$ cat config.mk
export PLATFORM = sky130hd
export DESIGN_NAME = lenet_layer_sched
export DESIGN_NICKNAME = d
export VERILOG_FILES = /design/src/rtl/lenet_pkg.sv /design/src/rtl/lenet_sched_wdog.sv /design/src/rtl/lenet_layer_sched.sv
export SDC_FILE = /design/constraint.sdc
export NUM_CORES = 1
export LEC_CHECK = 0
export CAP_MARGIN = 40
export CELL_PAD_IN_SITES_DETAIL_PLACEMENT = 0
export CELL_PAD_IN_SITES_GLOBAL_PLACEMENT = 1
export CORE_ASPECT_RATIO = 0.8
export CORE_MARGIN = 2
export CORE_UTILIZATION = 35
export CTS_CLUSTER_DIAMETER = 200
export DETAILED_ROUTE_END_ITERATION = 6
export GPL_TIMING_DRIVEN = 0
export HOLD_SLACK_MARGIN = 0.05
export PLACE_DENSITY = 0.87
export SYNTH_ARGS = -nofsm -noshare
export SYNTH_HDL_FRONTEND = slang
export SYNTH_SLANG_ARGS = --single-unit
export TNS_END_PERCENT = 1
$ cat constraint.sdc
create_clock -name clk -period 5.2 [get_ports clk]
set_input_delay 0.78 -clock clk [delete_from_list [all_inputs] [get_ports clk]]
set_output_delay 0.78 -clock clk [all_outputs]
set_load 0.05 [all_outputs]
$ cat src/rtl/lenet_pkg.sv
// Shared definitions for the LeNet layer scheduler: FSM encoding and layer ids.
// The ERR state exists only when LENET_SCHED_WATCHDOG_EN is defined.
package lenet_pkg;

  localparam int NUM_LAYERS = 5;

  localparam logic [2:0] LAYER_CONV1 = 3'd0;
  localparam logic [2:0] LAYER_CONV2 = 3'd1;
  localparam logic [2:0] LAYER_CONV3 = 3'd2;
  localparam logic [2:0] LAYER_FC1   = 3'd3;
  localparam logic [2:0] LAYER_FC2   = 3'd4;

  typedef enum logic [2:0] {
    S_IDLE,
    S_ISSUE,
    S_RUN,
    S_WRITE,
    S_WRITE_WAIT,
`ifdef LENET_SCHED_WATCHDOG_EN
    S_DONE,
    S_ERR
`else
    S_DONE
`endif
  } sched_state_t;

endpackage

$ cat src/rtl/lenet_sched_wdog.sv
// Cycle counter for the scheduler watchdog; expired is combinational so the
// FSM can leave on the same cycle the limit is reached.
module lenet_sched_wdog #(
  parameter int unsigned WDOG_CYCLES = 65536
) (
  input  logic clk,
  input  logic rst,
  input  logic clear,
  input  logic enable,
  output logic expired
);

  localparam int CW = (WDOG_CYCLES > 2) ? $clog2(WDOG_CYCLES) : 1;

  logic [CW-1:0] cnt;

  always_ff @(posedge clk) begin
    if (!rst || clear) cnt <= '0;
    else if (enable)   cnt <= cnt + 1'b1;
  end

  assign expired = enable && (cnt == CW'(WDOG_CYCLES - 1));

endmodule

$ cat src/rtl/lenet_layer_sched.sv
// Sequences CONV1..FC2 through the compute engine, then launches the DMA write.
// Optional watchdog with error exit: define LENET_SCHED_WATCHDOG_EN.
module lenet_layer_sched
  import lenet_pkg::*;
#(
  parameter int unsigned WDOG_CYCLES = 65536
) (
  input  logic        clk,
  input  logic        rst,
  input  logic        start,
  input  logic [31:0] scale_conv1,
  input  logic [31:0] scale_conv2,
  input  logic [31:0] scale_conv3,
  input  logic [31:0] scale_fc1,
  input  logic [31:0] scale_fc2,
  output logic        layer_start,
  output logic [2:0]  layer_id,
  output logic [31:0] layer_scale,
  input  logic        layer_done,
  output logic        wr_start,
  input  logic        wr_done,
  output logic        busy,
  output logic        sched_done,
  output logic        err
);

  if (WDOG_CYCLES < 2) begin : g_bad_wdog
    $error("WDOG_CYCLES must be at least 2");
  end

  sched_state_t state;
  logic [31:0]  sc [NUM_LAYERS];

`ifdef LENET_SCHED_WATCHDOG_EN
  logic expired;
  logic waiting;

  assign waiting = (state == S_RUN) || (state == S_WRITE_WAIT);

  lenet_sched_wdog #(.WDOG_CYCLES(WDOG_CYCLES)) u_wdog (
    .clk     (clk),
    .rst     (rst),
    .clear   (!waiting),
    .enable  (waiting),
    .expired (expired)
  );
`else
  assign err = 1'b0;
`endif

  always_comb begin
    layer_scale = '0;
    case (layer_id)
      LAYER_CONV1: layer_scale = sc[0];
      LAYER_CONV2: layer_scale = sc[1];
      LAYER_CONV3: layer_scale = sc[2];
      LAYER_FC1:   layer_scale = sc[3];
      LAYER_FC2:   layer_scale = sc[4];
      default:     layer_scale = '0;
    endcase
  end

  // Pulse outputs are set on the transition into their state so they are high
  // for exactly the cycle the FSM spends there.
  always_ff @(posedge clk) begin
    if (!rst) begin
      state       <= S_IDLE;
      layer_id    <= LAYER_CONV1;
      layer_start <= 1'b0;
      wr_start    <= 1'b0;
      sched_done  <= 1'b0;
      busy        <= 1'b0;
      for (int i = 0; i < NUM_LAYERS; i++) sc[i] <= '0;
`ifdef LENET_SCHED_WATCHDOG_EN
      err         <= 1'b0;
`endif
    end else begin
      layer_start <= 1'b0;
      wr_start    <= 1'b0;
      sched_done  <= 1'b0;
      case (state)
        S_IDLE: if (start) begin
          sc[0]       <= scale_conv1;
          sc[1]       <= scale_conv2;
          sc[2]       <= scale_conv3;
          sc[3]       <= scale_fc1;
          sc[4]       <= scale_fc2;
          layer_id    <= LAYER_CONV1;
          layer_start <= 1'b1;
          busy        <= 1'b1;
          state       <= S_ISSUE;
`ifdef LENET_SCHED_WATCHDOG_EN
          err         <= 1'b0;
`endif
        end
        S_ISSUE: state <= S_RUN;
        S_RUN: begin
          if (layer_done) begin
            if (layer_id < LAYER_FC2) begin
              layer_id    <= layer_id + 3'd1;
              layer_start <= 1'b1;
              state       <= S_ISSUE;
            end else begin
              wr_start <= 1'b1;
              state    <= S_WRITE;
            end
          end
`ifdef LENET_SCHED_WATCHDOG_EN
          else if (expired) begin
            err        <= 1'b1;
            sched_done <= 1'b1;
            state      <= S_ERR;
          end
`endif
        end
        S_WRITE: state <= S_WRITE_WAIT;
        S_WRITE_WAIT: begin
          if (wr_done) begin
            sched_done <= 1'b1;
            state      <= S_DONE;
          end
`ifdef LENET_SCHED_WATCHDOG_EN
          else if (expired) begin
            err        <= 1'b1;
            sched_done <= 1'b1;
            state      <= S_ERR;
          end
`endif
        end
        S_DONE: begin
          busy  <= 1'b0;
          state <= S_IDLE;
        end
`ifdef LENET_SCHED_WATCHDOG_EN
        S_ERR: begin
          busy  <= 1'b0;
          state <= S_IDLE;
        end
`endif
        default: begin
          busy  <= 1'b0;
          state <= S_IDLE;
        end
      endcase
    end
  end

endmodule

* Word-level counts from Yosys, hierarchy flattened
Memories as Yosys holds them, arrays and structs flattened. Cells that the tools add are included.
Storage, ports and cells: memories kept 1, word-level logic and storage cells 63, register bits 10, output and inout port bits 40, bits in read-only memories 0, input bits 165, RAM bits 160, latch bits 0
Memories:
- sc | words 5, width 32, read ports 5, clocked after memory_dff 0, write ports 5, RTL line lenet_layer_sched.sv:32 | logic [31:0] sc [NUM_LAYERS];
Cells by class: magnitude comparators 1, $add $sub $neg 1, reductions and logical operators 9, mux-type cells 27, eq/ne operators 12, shifts and indexed selects 0, bitwise logic cells 6, $mul 0, div/mod/pow operators 0
Operators with widths (count):
- 32-bit 2-to-1 mux | 5
- 32-bit one-hot mux with 5 select lines | 1
- 3-bit 2-to-1 mux | 6
- 3-bit one-hot mux with 5 select lines | 1
- 3-bit by 2-bit equality test with 1-bit output, second input constant | 4
- 1-bit 2-to-1 mux | 10
- 2-bit != test, second input constant | 4
- 3-bit by 1-bit equality test with 1-bit output, second input constant | 2
- 3-bit equality test, second input constant | 2
- 3-bit logical NOT | 2
- 3-bit one-hot mux with 2 select lines | 1
- 3-bit AND reduction | 2
- 1-bit OR | 5
- 1-bit one-hot mux with 2 select lines | 2
- 2-bit AND reduction | 2
- 4-bit AND reduction | 1
- 4-bit OR reduction | 1
- 3-bit by 1-bit adder with 3-bit output, second input constant | 1
- 3-bit less-than comparator, second input constant | 1
- 2-bit 2-to-1 mux | 1
- 2-bit nonzero test | 1
- 1-bit NOT | 1

* Depth between registers and ports, before layout
Gate-level depths: netlist of the first run.
word-level depth 5, depth in mapped cells 8, depth with buffers taken out 5

* Worst setup path after synthesis of the first run
Ideal clock, no wire load.
kind input-to-reg, start input start, end memory sc[0][0], enable pin, setup time 528 ps, path slack -95 ps, arrival 4767 ps, buffers on the path 0, stages on the path 2, required time 4672 ps, cell sequence or4b_2 nand2_1
RTL lines:
- from (decl) | RTL line lenet_layer_sched.sv:10 | input logic start,
- to (decl) | RTL line lenet_layer_sched.sv:32

* Worst setup path after layout of the first run
start register layer_id[2], end output layer_scale[4]
On the way: word-level cells in the longest chain between the ends 2, elaborated cells on any way between the ends 6, those cells by class 4 x eq/ne; 1 x mux; 1 x reduce/logical
Ends and longest elaborated chain:
- from (decl) | RTL line lenet_layer_sched.sv:17 | output logic [2:0] layer_id,
- from (signal assigned) | RTL line lenet_layer_sched.sv:100 | layer_id <= layer_id + 3'd1;
- 3-bit equality test, or another cell as far along | RTL line lenet_layer_sched.sv:53 | case (layer_id)
- 32-bit one-hot mux with 5 select lines (*) | RTL line lenet_layer_sched.sv:53
- to (decl) | RTL line lenet_layer_sched.sv:18 | output logic [31:0] layer_scale,
Every way passes the cells marked *; elsewhere a longest branch is shown, timed or not.

==> metrics.txt, run 1 <==
via count=5015; hold path depth=2; combinational share of power=14.3%; GR Util All Layers=18.5%; hold endpoint=busy$_SDFFE_PN0P_; Root Driver=clkbuf_16; hold buffers post-CTS=0; Detail Placement HPWL=13800 microns; Async SR Flop Fraction=0%; Worst-path clk slew=60 ps; CP bufs+invs=4; setup bufs post-CTS=0; max_slew headroom=48.4%; Clock Latency Late Sink=430 ps; RD Place Congestion=0.753; Slew Limit Fails=0; Worst EP arrival=3370 ps; gr ovfl total=0; Psw=852 uW; yosys warns=0; Final #Nets=908; Setup Crit Path Kind=reg -> out; critical-path cell list=clkbuf_1 > inv_1 > ha_1 > clkbuf_1 > a22oi_1 > o21ai_0 > clkdlybuf4s50_1; Most used DFF post-synth=edfxtp_1; Post-synth EDFFs=160; DRT Pass-1 Iters=5; Slowest-stage cell, CP=clkdlybuf4s50_1; Min-Delay Startpoint=busy$_SDFFE_PN0P_; min-delay worst type=reg -> reg; Synth Cell Area=0.00729 sq mm; Die Y-Extent=133 microns; worst r2r src=state[2]$_SDFFE_PN0P_; Gate Count Post-Synth=515; syn nets=685; Tcrit/Tclk final=79.7%; Clk pwr share=36.9%; mean post-synth cell area=14.2 sq um; switching share of total power=24.8%; Max stage delay on crit path=880 ps; FMAX=241 MHz; worst slew pin tran=774 ps; Multi-input gate area=0.00203 sq mm; TritonCTS clock tree=done; setup TNS=0 ps; pin count of the biggest net entering global routing=88; Crit. End Element=primary output; pwr/cell area=334 mW/mm^2; Clock Tree Buf Depth=2; die width=165 microns; Crit path max-delay family=buffers and inverters; vias in the first global route=5161; Layout Area Growth over Synthesis=41.2%; min cycle time layout=4150 ps; crit-path max FO=10; outcome=finished, final reports clean; core area=0.0206 sq mm; worst r2r path cells=4; TritonCTS Sinks=170; register share of total power=48.8%; Hold Vio Cnt, Final=0; register bit count reported by yosys=170; Static Leak=0.00376 uW; htree depth=4; drt wl/cell=19.7 microns; Int Power=2590 uW; Cell variety after synth=34; Total Power=3440 uW; max cap viols=0; row cnt=47; initial antenna violation count=2; I/O Buffers=203; Die ar.=0.0220 sq mm; crit start category=register; CP most frequent cell=clkbuf_1; final wirelength=20100 microns; first-pass GRT wire length=29400 microns; Post-CTS Resized=0; R2R Setup Slk=2670 ps; DRC Markers=0; share of cells above drive strength 1=7.32%; Fill cells=1804; Max IR drop VDD=0.178 mV; total CTS buffers=17; starting density of the core=35.4%; antenna viol nets, final=0; Setup Viol. Count Final=0; critical path required time=4420 ps; # IOs=205; unrepaired setup endpoints after global routing=false; reg-to-reg endpoint=sc[0][134]$_SDFFCE_PN0P_; post-synthesis sequential area ratio=68.6%; via/cell ratio=4.91; clock skew=18.5 ps; 1st-iter DRT viols=429; register area=0.00500 sq mm
==> worst register-to-register path, cell delays in order (launching register included) <==
cell and delay [ps]:
dfxtp_1 300, buf_2 160, or4b_2 790, nand2_8 460, buf_16 400
==> Yosys cell counts, types with 2 or more instances <==
master	number	area [sq um]
nor2_1	3	11.3
a222oi_1	32	320
a21oi_1	5	25.0
dfxtp_1	10	200
inv_1	5	18.8
edfxtp_1	160	4800
nand2b_1	2	12.5
a22oi_1	32	240
nand2_1	5	18.8
ha_1	5	62.6
clkbuf_1	24	90.1
nand3b_1	3	22.5
and2_1	160	1000
buf_6	10	113
nand3_1	3	15.0
buf_2	6	30.0
o21ai_0	33	165
==> sequential cells by signal (all words and copies together) (netlist names) <==
name,flops
busy,1
layer_id,3
layer_start,1
sc,160
sched_done,1
state,3
wr_start,1
==> area by class of cell <==
class / count / share of cell area (%)
multi-input combinational: 298 / 19.7
inverter: 5 / 0.182
clock buffer: 18 / 4.17
antenna: 1 / 0.0243
clock inverter: 14 / 1.56
tap: 269 / 3.27
timing repair buffer: 204 / 20.0
sequential: 170 / 48.6
buffer: 42 / 2.48
==> through the flow <==
| step | util, % | hold WS [ps] | setup slack (ps) | instance area, sq um | std cells |
|---|---|---|---|---|---|
| after floorplan | - | 538 | 1420 | 7300 | 515 |
| after global placement | 47.0 | 450 | 177 | 9670 | 987 |
| after detailed placement | 47.2 | 461 | 1430 | 9710 | 988 |
| after CTS | 50.0 | 470 | 950 | 10300 | 1020 |
| after global routing | 50.0 | 497 | 822 | 10300 | 1020 |
| final | 50.0 | 463 | 1050 | 10300 | 1021 |
==> cells by family after synthesis <==
logic type	count (synthesis)	synth area share [%]
AOI/OAI and AO/OA	107	10.8
adders and majority gates	5	0.858
other	1	0.0514
buffers and inverters	47	3.76
DFF	170	68.6
and+or+nand+nor	185	16.0
==> worst max-delay path by stage <==
stage / from / depth (start not counted) / to / slack (ps)
finish: layer_id[2]$_SDFFE_PN0P_ / 7 / layer_scale[4] / 1050
CTS: layer_id[2]$_SDFFE_PN0P_ / 7 / layer_scale[4] / 950
floorplan: start / 2 / sc[0][0]$_SDFFCE_PN0P_ / 1420
detailed placement: layer_id[2]$_SDFFE_PN0P_ / 7 / layer_scale[4] / 1430
global placement: start / 3 / sc[0][134]$_SDFFCE_PN0P_ / 180
global route: layer_id[2]$_SDFFE_PN0P_ / 7 / layer_scale[4] / 820
==> cell usage in the layout, fill, tap and decap left out, drive strengths merged, types with 10 or more instances in the layout <==
cell type and instances:
clkdlybuf4s50 203, and2 161, edfxtp 160, clkbuf 42, o21ai 34, a222oi 32, a22oi 32, buf 19
dfxtp 10, inv 10
==> routing by layer <==
metal / GRT usage, % / share of wire (%) / vias up
met5: 0 / 0 / -
met4: 3.59 / 0.77 / 0
met3: 5.95 / 8.4 / 12
met2: 30.0 / 48 / 187
met1: 24.8 / 43 / 2435
li1: - / - / 2381
==> power by group through the flow <==
stage / clock, uW / sequential (uW) / combinational [uW]
after floorplan: 0 / 1710 / 245
after global routing: 1340 / 1690 / 529
final: 1270 / 1680 / 493
after detailed placement: 0 / 1710 / 497
after global placement: 0 / 1710 / 487
after CTS: 1290 / 1680 / 500
Power figures use the tool's default switching activity.
==> inputs of run 2 (changes only) <==
- clock period: 5.2 -> 3.4 ns (I/O delays scaled with it)
==> run 2 against run 1 <==
Net effect: global-route usage is 0.18 points lower; total power up 49%; sequential power grew 53%; critical path depth down 1; non-clock buffer count unchanged; count of clock-buffer cells in the layout did not move; clock skew shrank 6.9 ps; design area down 0.53%; setup slack got worse by 980 ps; routed wire length fell by 0.22%; critical path type unchanged; highest routed layer unchanged.
==> metrics.txt, run 2 (synthesis results as in run 1) <==
DRC Markers=0 (unchanged); CP bufs+invs=3 (-1); combinational share of power=14.3% (about the same); I/O Buffers=203 (unchanged); Layout Area Growth over Synthesis=40.4%; Crit. End Element=primary output; Slew Limit Fails=0 (unchanged); Final #Nets=908 (unchanged); crit-path max FO=10 (unchanged); hold path depth=2 (unchanged); unrepaired setup endpoints after global routing=true; critical path required time=2890 ps (-1530 ps); Clock Latency Late Sink=430 ps (about the same); Setup Viol. Count Final=0 (unchanged); GR Util All Layers=18.4% (-0.18 points); initial antenna violation count=1 (-1); R2R Setup Slk=860 ps (-1810 ps); Int Power=3840 uW (+49%); # IOs=205 (unchanged); biggest regs=sc (160), layer_id (3), state (3); Setup Crit Path Kind=reg -> out; first-pass GRT wire length=29200 microns (-0.77%); via/cell ratio=4.96 (+1.0%); outcome=finished, final reports clean; commonest non-fill, non-tap cell in the layout=clkdlybuf4s50_1; share of cells above drive strength 1=9.45% (+2.1 points); pin count of the biggest net entering global routing=86 (-2.3%); vias in the first global route=5096 (-1.3%); Worst-path clk slew=60 ps (about the same); Die Y-Extent=133 microns (unchanged); worst r2r src=state[2]$_SDFFE_PN0P_; min-delay worst type=reg -> reg; register share of total power=50.0% (+1.2 points); Psw=1290 uW (+51%); Max stage delay on crit path=580 ps (-300 ps); reg-to-reg endpoint=sc[0][106]$_SDFFCE_PN0P_; largest register by flop count=sc; FMAX=301 MHz; hold endpoint=busy$_SDFFE_PN0P_; antenna viol nets, final=0 (unchanged); Tcrit/Tclk final=97.8%; critical-path cell list=inv_1 > ha_1 > clkbuf_1 > a222oi_1 > o21ai_0 > clkdlybuf4s15_1; worst slew pin tran=775 ps (+1.17 ps); max cap viols=0 (unchanged); Die ar.=0.0220 sq mm (unchanged); min cycle time layout=3320 ps; Crit path max-delay family=buffers and inverters; switching share of total power=25.1% (+0.29 points); via count=5077 (+1.2%); pwr/cell area=501 mW/mm^2 (+50%); RD Place Congestion=0.769 (+2.2%); DRT Pass-1 Iters=6 (+1); row cnt=47 (unchanged); Slowest-stage cell, CP=clkbuf_1; TritonCTS clock tree=done; Worst EP arrival=2810 ps (-560 ps); die width=165 microns (unchanged); htree depth=4 (unchanged); pre-CTS setup slack=-35.0 ps (-1460 ps); Max IR drop VDD=0.336 mV (+89%); 1st-iter DRT viols=415 (-3.3%); final wirelength=20000 microns (-0.22%); Clk pwr share=35.7% (-1.2 points); drt wl/cell=19.6 microns (-0.41%); Largest register FFs=160 (unchanged); core area=0.0206 sq mm (unchanged); total CTS buffers=17 (unchanged); Clock Tree Buf Depth=2 (unchanged); Root Driver=clkbuf_16; setup bufs post-CTS=0 (unchanged); TritonCTS Sinks=170 (unchanged); crit start category=register; Min-Delay Startpoint=busy$_SDFFE_PN0P_; max_slew headroom=48.3% (-0.078 points); worst r2r path cells=4 (unchanged); clock skew=11.6 ps (-6.94 ps); Detail Placement HPWL=13900 microns (+0.42%); post-route cell area=0.0102 sq mm (-0.53%); Placed Area=0.00971 sq mm (unchanged); Post-CTS Resized=75 (+75); starting density of the core=35.4% (unchanged); commonest non-fill, non-tap cells in the layout=clkdlybuf4s50_1 (171), and2_1 (160), edfxtp_1 (160); Hold Vio Cnt, Final=0 (unchanged); hold buffers post-CTS=0 (unchanged); gr ovfl total=0 (unchanged); final worst slack=75.1 ps (-979 ps); Static Leak=0.00380 uW (+1.1%)
run 2: per-stage QoR:
stage	instances	total power, uW	hold WS (ps)	setup TNS, ps	util, %
finish	1023	5130	471	0	49.8
CTS	1020	5180	480	-1190	49.9
detailed placement	988	3370	471	-36.6	47.2
global placement	987	3360	454	-33730	47.0
floorplan	515	2980	538	0	-
global route	1020	5310	494	-760	49.7
run 2: metal layers:
| metal | part of all wire (%) | routed length, microns | vias to the layer above | track usage, % |
|---|---|---|---|---|
| met2 | 47 | 9390 | 225 | 28.6 |
| met4 | 1.0 | 206 | 0 | 3.35 |
| met3 | 8.8 | 1770 | 18 | 6.32 |
| met1 | 43 | 8660 | 2449 | 25.3 |
| li1 | - | - | 2385 | - |
| met5 | 0 | 0 | - | 0 |
run 2: how the worst max path moves through the flow:
| stage | slack [ps] | to | cells after the start | start |
|---|---|---|---|---|
| floorplan | 390 | layer_scale[0] | 4 | layer_id[0]$_SDFFE_PN0P_ |
| global placement | -220 | sc[0][102]$_SDFFCE_PN0P_ | 3 | start |
| detailed placement | -30 | layer_scale[5] | 7 | layer_id[2]$_SDFFE_PN0P_ |
| CTS | -110 | layer_scale[29] | 9 | layer_id[0]$_SDFFE_PN0P_ |
| global route | -120 | layer_scale[11] | 6 | layer_id[0]$_SDFFE_PN0P_ |
| finish | 80 | layer_scale[11] | 6 | layer_id[0]$_SDFFE_PN0P_ |
run 2: power by group through the flow:
stage                     Clock [uW]  Combinational, uW  Sequential [uW]
after floorplan                    0                376             2610
after global placement             0                747             2610
after detailed placement           0                763             2610
after CTS                       1860                747             2570
after global routing            1950                786             2580
final                           1830                731             2570
run 2: worst min-delay path: stages (launching register included):
cell,delay (ps)
dfxtp_1,310
nand2_1,60
a21oi_1,60
run 2: layout make-up:
type | instances | area (sq um)
clock inverters | 14 | 120
well taps | 269 | 337
plain buffers | 42 | 264
multi-input cells | 298 | 2030
diodes | 3 | 7.51
clock buffers | 18 | 429
inverters | 5 | 18.8
flip-flops and latches | 170 | 5000
fillers | 1844 | 10300
repair buffers | 204 | 2030
